## config.mk

```make
export PLATFORM = sky130hd
export DESIGN_NAME = opc_intctl
export DESIGN_NICKNAME = d
export VERILOG_FILES = /design/src/rtl/opc_intctl.sv
export SDC_FILE = /design/constraint.sdc
export NUM_CORES = 1
export LEC_CHECK = 0
export CAP_MARGIN = 20
export CORE_MARGIN = 2
export CORE_UTILIZATION = 40
export CTS_CLUSTER_SIZE = 10
export DETAILED_ROUTE_END_ITERATION = 12
export GPL_ROUTABILITY_DRIVEN = 0
export PLACE_DENSITY_LB_ADDON = 0.05
export RECOVER_POWER = 25
export SLEW_MARGIN = 20
export SYNTH_ARGS = -nofsm -noshare
export SYNTH_HDL_FRONTEND = slang
export SYNTH_SLANG_ARGS = --single-unit
```

## constraint.sdc

```tcl
create_clock -name clk -period 3.11 [get_ports clk]
set_clock_uncertainty 0.15 [all_clocks]
set_input_delay 0.4665 -clock clk [delete_from_list [all_inputs] [get_ports clk]]
set_output_delay 0.4665 -clock clk [all_outputs]
set_load 0.01 [all_outputs]
```

## src/rtl/opc_intctl.sv

```systemverilog
`default_nettype none
// ============================================================================
// Module   : opc_intctl
// Purpose  : Prioritised, nesting, vectored interrupt controller with config regs
// Revision : 1.0
// ============================================================================
module opc_intctl #(
    parameter int                NUM_IRQ    = 8,
    parameter int                DATA_W     = 24,
    parameter int                NEST_DEPTH = 4,
    parameter logic [DATA_W-1:0] VEC_BASE   = 24'h10,
    parameter int                VEC_STRIDE = 2
) (
    input  logic               clk,
    input  logic               reset_b,
    input  logic               clken,
    input  logic [NUM_IRQ-1:0] irq_in,
    input  logic               cfg_sel,
    input  logic               cfg_rnw,
    input  logic [1:0]         cfg_addr,
    input  logic [DATA_W-1:0]  cfg_din,
    output logic [DATA_W-1:0]  cfg_dout,
    output logic               int_b,
    input  logic               int_ack,
    input  logic               int_eoi,
    output logic [DATA_W-1:0]  vector
);

    localparam logic [1:0] c_ADDR_ENABLE  = 2'd0;
    localparam logic [1:0] c_ADDR_MODE    = 2'd1;
    localparam logic [1:0] c_ADDR_PENDING = 2'd2;
    localparam logic [1:0] c_ADDR_STATUS  = 2'd3;
    localparam logic [3:0] c_DEPTH_MAX    = 4'(NEST_DEPTH);

    logic [NUM_IRQ-1:0] r_sync1;
    logic [NUM_IRQ-1:0] r_sync2;
    logic [NUM_IRQ-1:0] r_sync_prev;
    logic [NUM_IRQ-1:0] r_enable;
    logic [NUM_IRQ-1:0] r_mode;
    logic [NUM_IRQ-1:0] r_pending;
    logic [3:0]         r_stack [NEST_DEPTH];
    logic [3:0]         r_depth;
    logic               r_int_b;
    logic [DATA_W-1:0]  r_vector;
    logic [DATA_W-1:0]  r_cfg_dout;

    logic [NUM_IRQ-1:0] w_eligible;
    logic [NUM_IRQ-1:0] w_rise;
    logic [NUM_IRQ-1:0] w_wr_clear;
    logic [NUM_IRQ-1:0] w_ack_clear;
    logic [NUM_IRQ-1:0] w_pending_nxt;
    logic [3:0]         w_winner;
    logic               w_any;
    logic               w_empty;
    logic               w_full;
    logic [3:0]         w_top;
    logic [3:0]         w_second;
    logic               w_cfg_wr;
    logic               w_cfg_rd;
    logic               w_do_ack;
    logic               w_do_eoi;
    logic               w_req;
    logic               w_int_b_nxt;
    logic [3:0]         w_depth_nxt;
    logic [DATA_W-1:0]  w_vector_nxt;
    logic [8:0]         w_status;
    logic [DATA_W-1:0]  w_rd_data;

    function automatic logic [DATA_W-1:0] vec_of(input logic [3:0] id);
        return VEC_BASE + DATA_W'(id) * DATA_W'(VEC_STRIDE);
    endfunction

    // Stack is kept as a shift register: entry 0 is always the top and
    // entries above the current depth are held at zero.
    generate
        if (NEST_DEPTH > 1) begin : g_second
            assign w_second = r_stack[1];
        end else begin : g_no_second
            assign w_second = 4'd0;
        end
    endgenerate

    generate
        if (DATA_W > NUM_IRQ) begin : g_din_unused
            logic w_unused_din;
            assign w_unused_din = &{1'b0, cfg_din[DATA_W-1:NUM_IRQ]};
        end
    endgenerate

    assign w_empty    = (r_depth == 4'd0);
    assign w_full     = (r_depth == c_DEPTH_MAX);
    assign w_top      = w_empty ? 4'd0 : r_stack[0];
    assign w_eligible = r_pending & r_enable;
    assign w_cfg_wr   = cfg_sel & ~cfg_rnw;
    assign w_cfg_rd   = cfg_sel & cfg_rnw;

    // Lowest eligible index wins.
    always_comb begin
        w_winner = 4'd0;
        w_any    = 1'b0;
        for (int i = NUM_IRQ - 1; i >= 0; i--) begin
            if (w_eligible[i]) begin
                w_winner = 4'(i);
                w_any    = 1'b1;
            end
        end
    end

    assign w_do_eoi = int_eoi & ~w_empty;
    assign w_do_ack = int_ack & ~r_int_b & w_any & (~w_full | w_do_eoi);
    assign w_req    = w_any & ~w_full & (w_empty | (w_winner < w_top));

    // A new edge in the same cycle as a clear keeps the request pending.
    assign w_rise        = r_sync2 & ~r_sync_prev;
    assign w_wr_clear    = (w_cfg_wr && cfg_addr == c_ADDR_PENDING) ? cfg_din[NUM_IRQ-1:0] : '0;
    assign w_ack_clear   = w_do_ack ? (NUM_IRQ'(1) << w_winner) : '0;
    assign w_pending_nxt = (r_mode & ((r_pending & ~(w_wr_clear | w_ack_clear)) | w_rise))
                         | (~r_mode & r_sync2);

    always_comb begin
        w_depth_nxt = r_depth;
        case ({w_do_ack, w_do_eoi})
            2'b10:   w_depth_nxt = r_depth + 4'd1;
            2'b01:   w_depth_nxt = r_depth - 4'd1;
            default: w_depth_nxt = r_depth;
        endcase
    end

    always_comb begin
        w_vector_nxt = r_vector;
        if (w_do_ack) begin
            w_vector_nxt = vec_of(w_winner);
        end else if (w_do_eoi) begin
            w_vector_nxt = (r_depth == 4'd1) ? VEC_BASE : vec_of(w_second);
        end
    end

    assign w_int_b_nxt = w_do_ack ? 1'b1 : ~w_req;

    assign w_status = {r_depth, w_top, w_empty};

    always_comb begin
        w_rd_data = '0;
        case (cfg_addr)
            c_ADDR_ENABLE:  w_rd_data = DATA_W'(r_enable);
            c_ADDR_MODE:    w_rd_data = DATA_W'(r_mode);
            c_ADDR_PENDING: w_rd_data = DATA_W'(r_pending);
            c_ADDR_STATUS:  w_rd_data = DATA_W'(w_status);
            default:        w_rd_data = '0;
        endcase
    end

    always_ff @(posedge clk) begin
        if (clken) begin
            if (!reset_b) begin
                r_sync1     <= '0;
                r_sync2     <= '0;
                r_sync_prev <= '0;
                r_enable    <= '0;
                r_mode      <= '0;
                r_pending   <= '0;
                r_depth     <= 4'd0;
                r_int_b     <= 1'b1;
                r_vector    <= VEC_BASE;
                r_cfg_dout  <= '0;
                for (int i = 0; i < NEST_DEPTH; i++) begin
                    r_stack[i] <= 4'd0;
                end
            end else begin
                r_sync1     <= irq_in;
                r_sync2     <= r_sync1;
                r_sync_prev <= r_sync2;
                r_pending   <= w_pending_nxt;
                if (w_cfg_wr && cfg_addr == c_ADDR_ENABLE) begin
                    r_enable <= cfg_din[NUM_IRQ-1:0];
                end
                if (w_cfg_wr && cfg_addr == c_ADDR_MODE) begin
                    r_mode <= cfg_din[NUM_IRQ-1:0];
                end
                if (w_cfg_rd) begin
                    r_cfg_dout <= w_rd_data;
                end
                r_depth  <= w_depth_nxt;
                r_int_b  <= w_int_b_nxt;
                r_vector <= w_vector_nxt;
                // Simultaneous ack and eoi replaces the top in place.
                if (w_do_ack && w_do_eoi) begin
                    r_stack[0] <= w_winner;
                end else if (w_do_ack) begin
                    r_stack[0] <= w_winner;
                    for (int i = 1; i < NEST_DEPTH; i++) begin
                        r_stack[i] <= r_stack[i-1];
                    end
                end else if (w_do_eoi) begin
                    for (int i = 0; i < NEST_DEPTH - 1; i++) begin
                        r_stack[i] <= r_stack[i+1];
                    end
                    r_stack[NEST_DEPTH-1] <= 4'd0;
                end
            end
        end
    end

    assign cfg_dout = r_cfg_dout;
    assign int_b    = r_int_b;
    assign vector   = r_vector;

endmodule
`default_nettype wire

```

==> results of run 1 <==
## cell usage in the layout (no fill, tap or decap), types with 3 or more instances in the layout
master           netlist  final
a211oi_1               5      5
a21oi_1               15     15
a22o_1                10     10
a22oi_1                6      6
a311oi_1               3      3
and2_0                 0      6
and2_1                39     33
and3_1                 3      3
and4_1                 4      4
buf_4                 34     11
clkbuf_1              12      4
clkbuf_8               0     11
clkdlybuf4s50_1        0     37
conb_1                 1     34
dfxtp_1                4      4
edfxtp_1              79     79
ha_1                   5      5
inv_1                  9      9
mux2i_1                4      4
mux4_2                 5      5
nand2_1               38     38
nand2b_1              10     10
nand3_1               13     13
nand4_1                6      6
nor2_1                11     11
nor2b_1                7      7
o21ai_1                4      4
## critical path: cells and delay by family
family | cells | cell delay (ps)
simple gates | 2 | 590
buf+inv | 2 | 1580
compound gates | 1 | 180
## cells by family after synthesis
logic type               Yosys count
AO/OA/AOI/OAI                     62
XOR/XNOR                           1
adder cells (fa/ha/maj)            5
buffers and inverters             61
flip-flops                        83
multiplexers                       9
other                              1
AND/OR/NAND/NOR                  139
## how the worst min path moves through the flow
stage,from,endpoint,slack [ps],cells past startpoint
2_1_floorplan,r_stack[3][0]$_SDFFE_PP0P_,r_stack[3][0]$_SDFFE_PP0P_,300,1
3_3_place_gp,r_stack[3][3]$_SDFFE_PP0P_,r_stack[3][3]$_SDFFE_PP0P_,320,1
3_5_place_dp,r_stack[3][3]$_SDFFE_PP0P_,r_stack[3][3]$_SDFFE_PP0P_,330,1
4_1_cts,clken,int_b$_SDFFCE_PP1P_,320,1
5_1_grt,r_stack[3][3]$_SDFFE_PP0P_,r_stack[3][3]$_SDFFE_PP0P_,370,1
6_report,r_stack[3][0]$_SDFFE_PP0P_,r_stack[3][0]$_SDFFE_PP0P_,350,1
## power by group through the flow
stage	logic (mW)	registers (mW)	clock network (mW)
after floorplan	0.247	1.38	0
after global placement	0.345	1.39	0
after detailed placement	0.348	1.39	0
after CTS	0.350	1.36	0.901
after global routing	0.384	1.37	0.941
final	0.347	1.36	0.877
## through the flow
stage	setup WS, ps	total power [mW]	cells	cell area (um2)	utilization [%]
global route	290	2.70	550	4980	48.0
global placement	514	1.73	534	4760	45.9
detailed placement	508	1.74	534	4760	45.9
finish	444	2.59	550	4980	48.0
floorplan	833	1.63	394	4430	-
CTS	495	2.61	550	4990	48.1
## flip-flops by register name, summed over array words and instances (netlist names), 5 cells and up
signal,flops
r_stack,16
cfg_dout,9
r_enable,8
r_mode,8
r_pending,8
r_sync1,8
r_sync2,8
r_sync_prev,8
vector,5
## metal layers
layer	part of all wire (%)	global-route usage, %	wire (um)	vias up
met5	0	0	0	-
met4	1.4	6.87	125	0
met3	5.1	2.91	457	9
met2	46	25.4	4060	84
met1	48	23.3	4250	1325
li1	-	-	-	1351
## synth_stat cells, types with 6 or more instances
cell type  count  share of area (%)
and2_1        39                5.7
buf_4         34                5.9
edfxtp_1      79                 55
nand2_1       38                3.3
a21oi_1       15                1.7
nor2b_1        7                1.0
nand4_1        6               0.87
a22o_1        10                2.0
nand2b_1      10                1.5
nand3_1       13                1.5
clkbuf_1      12                1.0
nor2_1        11               0.96
a22oi_1        6                1.0
inv_1          9               0.78
## area by class of cell
class                           count  area share, %
Sequential cell                    83           49.3
Clock buffer                       12           3.12
Clock inverter                      4           1.46
Inverter                           12          0.930
Tap cell                          136           3.42
Timing Repair Buffer               53           9.63
Multi-Input combinational cell    250           32.2
==> flow_summary.html, run 1 <==
<table>
<tr><th>Metric</th><th>Value</th></tr>
<tr><th colspan="2">Detailed routing</th></tr>
<tr><td>Total number of vias</td><td>2,769</td></tr>
<tr><td>DRT Wirelength</td><td>8.88 mm</td></tr>
<tr><td>Pre-antenna DRT Iters</td><td>4</td></tr>
<tr><td>Drt first-iter violations</td><td>122</td></tr>
<tr><td>Number of remaining DRC errors</td><td>0</td></tr>
<tr><td>Post-detailed-route wirelength per cell</td><td>16.2 um</td></tr>
<tr><td>Via density per instance</td><td>5.03</td></tr>
<tr><td>Remaining antenna violation count after routing</td><td>0</td></tr>
<tr><th colspan="2">Worst setup path</th></tr>
<tr><td>Slowest stage delay, CP</td><td>880 ps</td></tr>
<tr><td>Element type at the critical path start</td><td>input port</td></tr>
<tr><td>WS Path Type</td><td>in2reg</td></tr>
<tr><td>Number of cells on the worst reg-to-reg path</td><td>7</td></tr>
<tr><td>Setup crit end kind</td><td>flop</td></tr>
<tr><td>Slowest stage cell, crit path</td><td>clkbuf_1</td></tr>
<tr><td>Endpoint of the worst-slack reg-to-reg timing path</td><td>r_depth[2]$_SDFFCE_PN0P_</td></tr>
<tr><td>R2R Setup Slk</td><td>500 ps</td></tr>
<tr><td>Crit path DAT</td><td>2820 ps</td></tr>
<tr><td>Required arrival time at the worst endpoint</td><td>3270 ps</td></tr>
<tr><td>Sequence of cells on the critical path</td><td>dlygate4sd3_1 -&gt; clkbuf_1 -&gt; nand2_1 -&gt; nor3b_2 -&gt; a22o_1</td></tr>
<tr><td>Worst setup path startpoint</td><td>reset_b</td></tr>
<tr><td>Launch instance of the worst register-to-register path</td><td>r_depth[0]$_SDFFCE_PN0P_</td></tr>
<tr><td>CP endpoint</td><td>r_stack[3][3]$_SDFFE_PP0P_</td></tr>
<tr><td>CP max FO</td><td>29</td></tr>
<tr><th colspan="2">Synthesis</th></tr>
<tr><td>Number of distinct library cells after synthesis</td><td>48</td></tr>
<tr><td>EDFF count, synth</td><td>79</td></tr>
<tr><td>Complex-gate fraction of the synthesized area</td><td>10.9%</td></tr>
<tr><td>Share of cell area taken by muxes after synthesis</td><td>3.55%</td></tr>
<tr><td>Ys async rst share</td><td>0%</td></tr>
<tr><td>Mapped cell area</td><td>0.00431 mm2</td></tr>
<tr><td>Primary FF master, synth</td><td>edfxtp_1</td></tr>
<tr><td>Area share of xor/xnor cells in the synthesized design</td><td>0.203%</td></tr>
<tr><td>Post-synthesis sequential element count</td><td>83</td></tr>
<tr><td>Synthesized instance count</td><td>361</td></tr>
<tr><td>Dominant combinational cell family by area after synthesis</td><td>simple AND/OR/NAND/NOR gates</td></tr>
<tr><td>Fraction of the yosys area taken by sequential cells</td><td>57.0%</td></tr>
<tr><td>Arithmetic-cell share of the synthesized area counting full adders, half adders and majority gates</td><td>1.45%</td></tr>
<tr><td>Mean instance size in the synthesized netlist</td><td>11.9 um2</td></tr>
<tr><td>Yosys Warn Count</td><td>0</td></tr>
<tr><td>Post-synthesis simple-gate area fraction</td><td>18.2%</td></tr>
<tr><th colspan="2">Clock tree</th></tr>
<tr><td>Number of H-tree branching levels</td><td>3</td></tr>
<tr><td>Clock sink count</td><td>83</td></tr>
<tr><td>Post_cts resized</td><td>0</td></tr>
<tr><td>Post-CTS clock slew at the launch and capture registers of the worst setup and hold paths</td><td>80 ps</td></tr>
<tr><td>Clock tree from TritonCTS</td><td>built</td></tr>
<tr><td>Number of setup buffers added after CTS</td><td>0</td></tr>
<tr><td>Clk root buf</td><td>clkbuf_8</td></tr>
<tr><td>Hold-fix buffer count after cts</td><td>0</td></tr>
<tr><td>Clock latency of the later-clocked register in the worst-skew pair</td><td>360 ps</td></tr>
<tr><td>Max Buffers Root-to-Sink</td><td>2</td></tr>
<tr><td>Inserted Clock Buffers</td><td>9</td></tr>
<tr><th colspan="2">Run</th></tr>
<tr><td>Max-cap check violation count</td><td>0</td></tr>
<tr><th colspan="2">Floorplanning</th></tr>
<tr><td>Floorplan die height</td><td>108 um</td></tr>
<tr><td>Total I/O pin count</td><td>90</td></tr>
<tr><td>Core area</td><td>0.0104 mm2</td></tr>
<tr><td>Die outline area</td><td>0.0116 mm2</td></tr>
<tr><td>Starting density of the core</td><td>41.5%</td></tr>
<tr><td>Die extent in x</td><td>108 um</td></tr>
<tr><td>Num rows</td><td>37</td></tr>
<tr><th colspan="2">STA</th></tr>
<tr><td>Unrepaired setup endpoints after global routing</td><td>no</td></tr>
<tr><td>Final setup fails</td><td>0</td></tr>
<tr><td>Max-slew violation count</td><td>0</td></tr>
<tr><td>Maximum operating frequency</td><td>375 MHz</td></tr>
<tr><td>Worst slew pin tran</td><td>1150 ps</td></tr>
<tr><td>Relative slew slack</td><td>23.4%</td></tr>
<tr><td>Shortest clock period the worst path allows after layout</td><td>2670 ps</td></tr>
<tr><td>Setup TNS Final</td><td>0 ps</td></tr>
<tr><td>Part of the cycle the worst path needs</td><td>85.7%</td></tr>
<tr><td>Number of hold violations in the final report</td><td>0</td></tr>
<tr><td>Final Hold Slack</td><td>347 ps</td></tr>
<tr><th colspan="2">Worst hold path</th></tr>
<tr><td>Worst hold path type</td><td>reg2reg</td></tr>
<tr><th colspan="2">Power and ir drop</th></tr>
<tr><td>Reported net switching power</td><td>625 uW</td></tr>
<tr><td>Combinational cell fraction of total power</td><td>13.4%</td></tr>
<tr><td>Switching portion of total power</td><td>24.2%</td></tr>
<tr><td>Leak pwr</td><td>1.82 nW</td></tr>
<tr><td>Internal power summed over all cells</td><td>1.96 mW</td></tr>
<tr><td>Seq pwr share</td><td>52.7%</td></tr>
<tr><td>Power Density</td><td>520 mW/mm2</td></tr>
<tr><td>Power share of the clock group</td><td>33.9%</td></tr>
<tr><td>Peak ir drop on the vdd network</td><td>0.000268 V</td></tr>
<tr><th colspan="2">Global route</th></tr>
<tr><td>Global-route wire length before repair</td><td>14.3 mm</td></tr>
<tr><td>Residual overflow from global routing</td><td>0</td></tr>
<tr><td>Total track usage</td><td>16.6%</td></tr>
<tr><td>Antenna violations before repair</td><td>0</td></tr>
<tr><td>Via count of the first global-routing pass</td><td>2,632</td></tr>
<tr><td>Maximum number of pins on one net before global-route repair</td><td>33</td></tr>
<tr><th colspan="2">Finish</th></tr>
<tr><td>Fraction of final layout cells with drive strength greater than 1</td><td>10.4%</td></tr>
<tr><td>Multi-input logic area</td><td>0.00160 mm2</td></tr>
<tr><td>Storage cell area</td><td>0.00245 mm2</td></tr>
<tr><td>Area Growth Syn to Fin</td><td>15.6%</td></tr>
<tr><td>Antenna fix cells</td><td>0</td></tr>
<tr><td>Fillers</td><td>947</td></tr>
<tr><td>Final net count</td><td>455</td></tr>
<tr><th colspan="2">Place</th></tr>
<tr><td>DP Wirelength</td><td>6.53 mm</td></tr>
<tr><td>Number of buffers inserted by port buffering</td><td>39</td></tr>
<tr><th colspan="2">Outcome</th></tr>
<tr><td>Outcome</td><td>complete, no violations</td></tr>
</table>
Note: power is estimated with default switching activity, not from simulation.
==> run 2: changes to the inputs <==
CORE_MARGIN = not set   (was 2)
CORE_UTILIZATION = 25   (was 40)
==> run 2 against run 1 <==
Net effect:
- final cell count increased by 15%
- clock power increased by 35%
- critical path depth increased by 2
- non-clock buffer count increased by 1
- largest power group unchanged
- highest routed layer unchanged
==> flow_summary.html, run 2 (synthesis results as in run 1) <==
<table>
<tr><th>Metric</th><th>Value</th></tr>
<tr><th colspan="2">Outcome</th></tr>
<tr><td>Outcome</td><td>complete, no violations</td></tr>
<tr><th colspan="2">Worst setup path</th></tr>
<tr><td>Crit path DAT</td><td>2630 ps (-190 ps)</td></tr>
<tr><td>WS Path Type</td><td>reg2reg</td></tr>
<tr><td>Element type at the critical path start</td><td>flop</td></tr>
<tr><td>CP top delay family</td><td>simple AND/OR/NAND/NOR gates</td></tr>
<tr><td>Slowest stage delay, CP</td><td>550 ps (-330 ps)</td></tr>
<tr><td>Slowest stage cell, crit path</td><td>or3b_1</td></tr>
<tr><td>CP max FO</td><td>12 (-59%)</td></tr>
<tr><td>Buffers plus inverters on the worst setup path</td><td>2 (unchanged)</td></tr>
<tr><td>Setup crit end kind</td><td>flop</td></tr>
<tr><td>Required arrival time at the worst endpoint</td><td>3030 ps (-240 ps)</td></tr>
<tr><td>Sequence of cells on the critical path</td><td>inv_1 -&gt; ha_1 -&gt; or3b_1 -&gt; nand2_4 -&gt; a21oi_4 -&gt; o31ai_4 -&gt; inv_1</td></tr>
<tr><td>Worst path most repeated cell</td><td>inv_1</td></tr>
<tr><th colspan="2">Floorplanning</th></tr>
<tr><td>Num rows</td><td>47 (+27%)</td></tr>
<tr><td>Core area</td><td>0.0167 mm2 (+61%)</td></tr>
<tr><td>Die outline area</td><td>0.0178 mm2 (+53%)</td></tr>
<tr><td>Starting density of the core</td><td>25.8% (-16 points)</td></tr>
<tr><td>Floorplan die height</td><td>133 um (+24%)</td></tr>
<tr><td>Die extent in x</td><td>133 um (+24%)</td></tr>
<tr><td>Total I/O pin count</td><td>90 (unchanged)</td></tr>
<tr><th colspan="2">STA</th></tr>
<tr><td>Crit path setup slack, layout</td><td>403 ps (-40.8 ps)</td></tr>
<tr><td>Max-slew violation count</td><td>0 (unchanged)</td></tr>
<tr><td>Final setup fails</td><td>0 (unchanged)</td></tr>
<tr><td>Number of hold violations in the final report</td><td>0 (unchanged)</td></tr>
<tr><td>Unrepaired setup endpoints after global routing</td><td>no</td></tr>
<tr><td>Worst slew pin tran</td><td>1030 ps (-119 ps)</td></tr>
<tr><td>Maximum operating frequency</td><td>369 MHz (-1.5%)</td></tr>
<tr><td>Part of the cycle the worst path needs</td><td>87.0% (+1.3 points)</td></tr>
<tr><td>Relative slew slack</td><td>31.4% (+7.9 points)</td></tr>
<tr><td>Shortest clock period the worst path allows after layout</td><td>2710 ps (+40.8 ps)</td></tr>
<tr><td>Setup TNS Final</td><td>0 ps (unchanged)</td></tr>
<tr><td>Final Hold Slack</td><td>337 ps (-9.90 ps)</td></tr>
<tr><th colspan="2">Finish</th></tr>
<tr><td>Design area</td><td>0.00519 mm2 (+4.2%)</td></tr>
<tr><td>Register with the most flip-flops</td><td>r_stack</td></tr>
<tr><td>Fillers</td><td>1,732 (+83%)</td></tr>
<tr><td>Area Growth Syn to Fin</td><td>20.5%</td></tr>
<tr><td>Final cell utilization of the core</td><td>31.1% (-17 points)</td></tr>
<tr><td>Final net count</td><td>456 (+0.22%)</td></tr>
<tr><td>Most frequent standard cell in the layout excluding fill and tap cells</td><td>edfxtp_1</td></tr>
<tr><td>Flip-flop count of the largest register, all copies and words added</td><td>16 (unchanged)</td></tr>
<tr><td>Fraction of final layout cells with drive strength greater than 1</td><td>11.1% (+0.70 points)</td></tr>
<tr><td>Commonest cells after routing, fill and taps aside</td><td>79 x edfxtp_1, 38 x nand2_1, 37 x clkdlybuf4s50_1, 34 x conb_1, 22 x and2_1</td></tr>
<tr><td>Non-filler instance count after layout</td><td>635 (+15%)</td></tr>
<tr><td>Antenna fix cells</td><td>0 (unchanged)</td></tr>
<tr><th colspan="2">Place</th></tr>
<tr><td>Number of buffers inserted by port buffering</td><td>39 (unchanged)</td></tr>
<tr><td># placed instances</td><td>619 (+16%)</td></tr>
<tr><td>DP Wirelength</td><td>7.32 mm (+12%)</td></tr>
<tr><td>Area post-placement</td><td>0.00487 mm2 (+2.3%)</td></tr>
<tr><td>Setup WS pre-CTS</td><td>354 ps (-155 ps)</td></tr>
<tr><th colspan="2">Power and ir drop</th></tr>
<tr><td>Internal power summed over all cells</td><td>2.19 mW (+12%)</td></tr>
<tr><td>Reported net switching power</td><td>703 uW (+13%)</td></tr>
<tr><td>Power share of the clock group</td><td>40.7% (+6.8 points)</td></tr>
<tr><td>Leak pwr</td><td>1.86 nW (+2.1%)</td></tr>
<tr><td>Combinational cell fraction of total power</td><td>12.2% (-1.2 points)</td></tr>
<tr><td>Switching portion of total power</td><td>24.3% (+0.11 points)</td></tr>
<tr><td>Total power of the final layout</td><td>2.90 mW (+12%)</td></tr>
<tr><td>Power Density</td><td>559 mW/mm2 (+7.5%)</td></tr>
<tr><td>Seq pwr share</td><td>47.1% (-5.6 points)</td></tr>
<tr><td>Peak ir drop on the vdd network</td><td>0.000283 V (+5.5%)</td></tr>
<tr><th colspan="2">Clock tree</th></tr>
<tr><td>Number of H-tree branching levels</td><td>3 (unchanged)</td></tr>
<tr><td>Max Buffers Root-to-Sink</td><td>2 (unchanged)</td></tr>
<tr><td>Inserted Clock Buffers</td><td>9 (unchanged)</td></tr>
<tr><td>Clock tree from TritonCTS</td><td>built</td></tr>
<tr><td>Clk root buf</td><td>clkbuf_16</td></tr>
<tr><td>Post_cts resized</td><td>0 (unchanged)</td></tr>
<tr><td>Clock sink count</td><td>83 (unchanged)</td></tr>
<tr><td>Clock latency of the later-clocked register in the worst-skew pair</td><td>350 ps (about the same)</td></tr>
<tr><td>Post-CTS clock slew at the launch and capture registers of the worst setup and hold paths</td><td>60 ps (-20 ps)</td></tr>
<tr><td>Number of setup buffers added after CTS</td><td>0 (unchanged)</td></tr>
<tr><td>Hold-fix buffer count after cts</td><td>0 (unchanged)</td></tr>
<tr><th colspan="2">Global route</th></tr>
<tr><td>Global-route wire length before repair</td><td>16.0 mm (+12%)</td></tr>
<tr><td>Maximum number of pins on one net before global-route repair</td><td>57 (+73%)</td></tr>
<tr><td>Antenna violations before repair</td><td>0 (unchanged)</td></tr>
<tr><td>Via count of the first global-routing pass</td><td>2,734 (+3.9%)</td></tr>
<tr><td>Total track usage</td><td>12.2% (-4.4 points)</td></tr>
<tr><td>Residual overflow from global routing</td><td>0 (unchanged)</td></tr>
<tr><th colspan="2">Detailed routing</th></tr>
<tr><td>Pre-antenna DRT Iters</td><td>4 (unchanged)</td></tr>
<tr><td>Post-detailed-route wirelength per cell</td><td>15.8 um (-2.2%)</td></tr>
<tr><td>Total number of vias</td><td>2,785 (+0.58%)</td></tr>
<tr><td>Via density per instance</td><td>4.39 (-13%)</td></tr>
<tr><td>Remaining antenna violation count after routing</td><td>0 (unchanged)</td></tr>
<tr><td>DRT Wirelength</td><td>10.0 mm (+13%)</td></tr>
<tr><td>Number of remaining DRC errors</td><td>0 (unchanged)</td></tr>
<tr><td>Drt first-iter violations</td><td>245 (+100%)</td></tr>
<tr><th colspan="2">Run</th></tr>
<tr><td>Max-cap check violation count</td><td>0 (unchanged)</td></tr>
<tr><th colspan="2">Worst hold path</th></tr>
<tr><td>Worst hold path type</td><td>reg2reg</td></tr>
</table>
[run 2: cell types whose count changed in the layout (fill, tap and decap cells not counted)]
cell,before,now
a21boi_0,1,2
clkbuf_1,4,3
and2_1,33,22
a21boi_1,1,0
clkbuf_8,11,1
and2_0,6,17
clkinv_4,0,1
buf_4,11,13
clkinvlp_4,1,2
clkbuf_16,0,9
dlygate4sd3_1,1,0
[run 2: final cells by class]
type                            count  area, um2  area share (%)
Clock buffer                       10        239            4.61
Clock inverter                      6       88.8            1.71
Inverter                           12       46.3           0.892
Multi-Input combinational cell    250       1600            30.9
Sequential cell                    83       2450            47.3
Tap cell                          220        275            5.31
Timing Repair Buffer               54        484            9.33
[run 2: layer usage]
| metal | global-route usage, % | vias to the layer above | share of wire, % |
|---|---|---|---|
| met5 | 0 | - | 0 |
| met4 | 5.87 | 0 | 2.1 |
| met3 | 2.32 | 14 | 3.1 |
| met2 | 19.1 | 71 | 47 |
| met1 | 16.2 | 1346 | 48 |
| li1 | - | 1354 | - |
[run 2: power by group through the flow]
| stage | Combinational, mW | Sequential (mW) | Clock [mW] |
|---|---|---|---|
| after floorplan | 0.247 | 1.38 | 0 |
| after global placement | 0.363 | 1.39 | 0 |
| after detailed placement | 0.364 | 1.39 | 0 |
| after CTS | 0.365 | 1.36 | 1.21 |
| after global routing | 0.398 | 1.37 | 1.25 |
| final | 0.355 | 1.36 | 1.18 |
[run 2: worst paths after layout]
path / slack (ps) / to / cells past startpoint / start
setup / recovery: 400 / r_depth[1]$_SDFFCE_PN0P_ / 7 / r_depth[0]$_SDFFCE_PN0P_
hold / removal: 340 / r_stack[3][3]$_SDFFE_PP0P_ / 1 / r_stack[3][3]$_SDFFE_PP0P_
setup reg to reg: 400 / r_depth[1]$_SDFFCE_PN0P_ / 7 / r_depth[0]$_SDFFCE_PN0P_
hold reg to reg: 340 / r_stack[3][3]$_SDFFE_PP0P_ / 1 / r_stack[3][3]$_SDFFE_PP0P_
[run 2: worst register-to-register path, cell delays in order (launching register included)]
cell	delay [ps]
edfxtp_1	490
inv_1	100
ha_1	190
or3b_1	560
nand2_4	200
a21oi_4	100
o31ai_4	440
inv_1	210
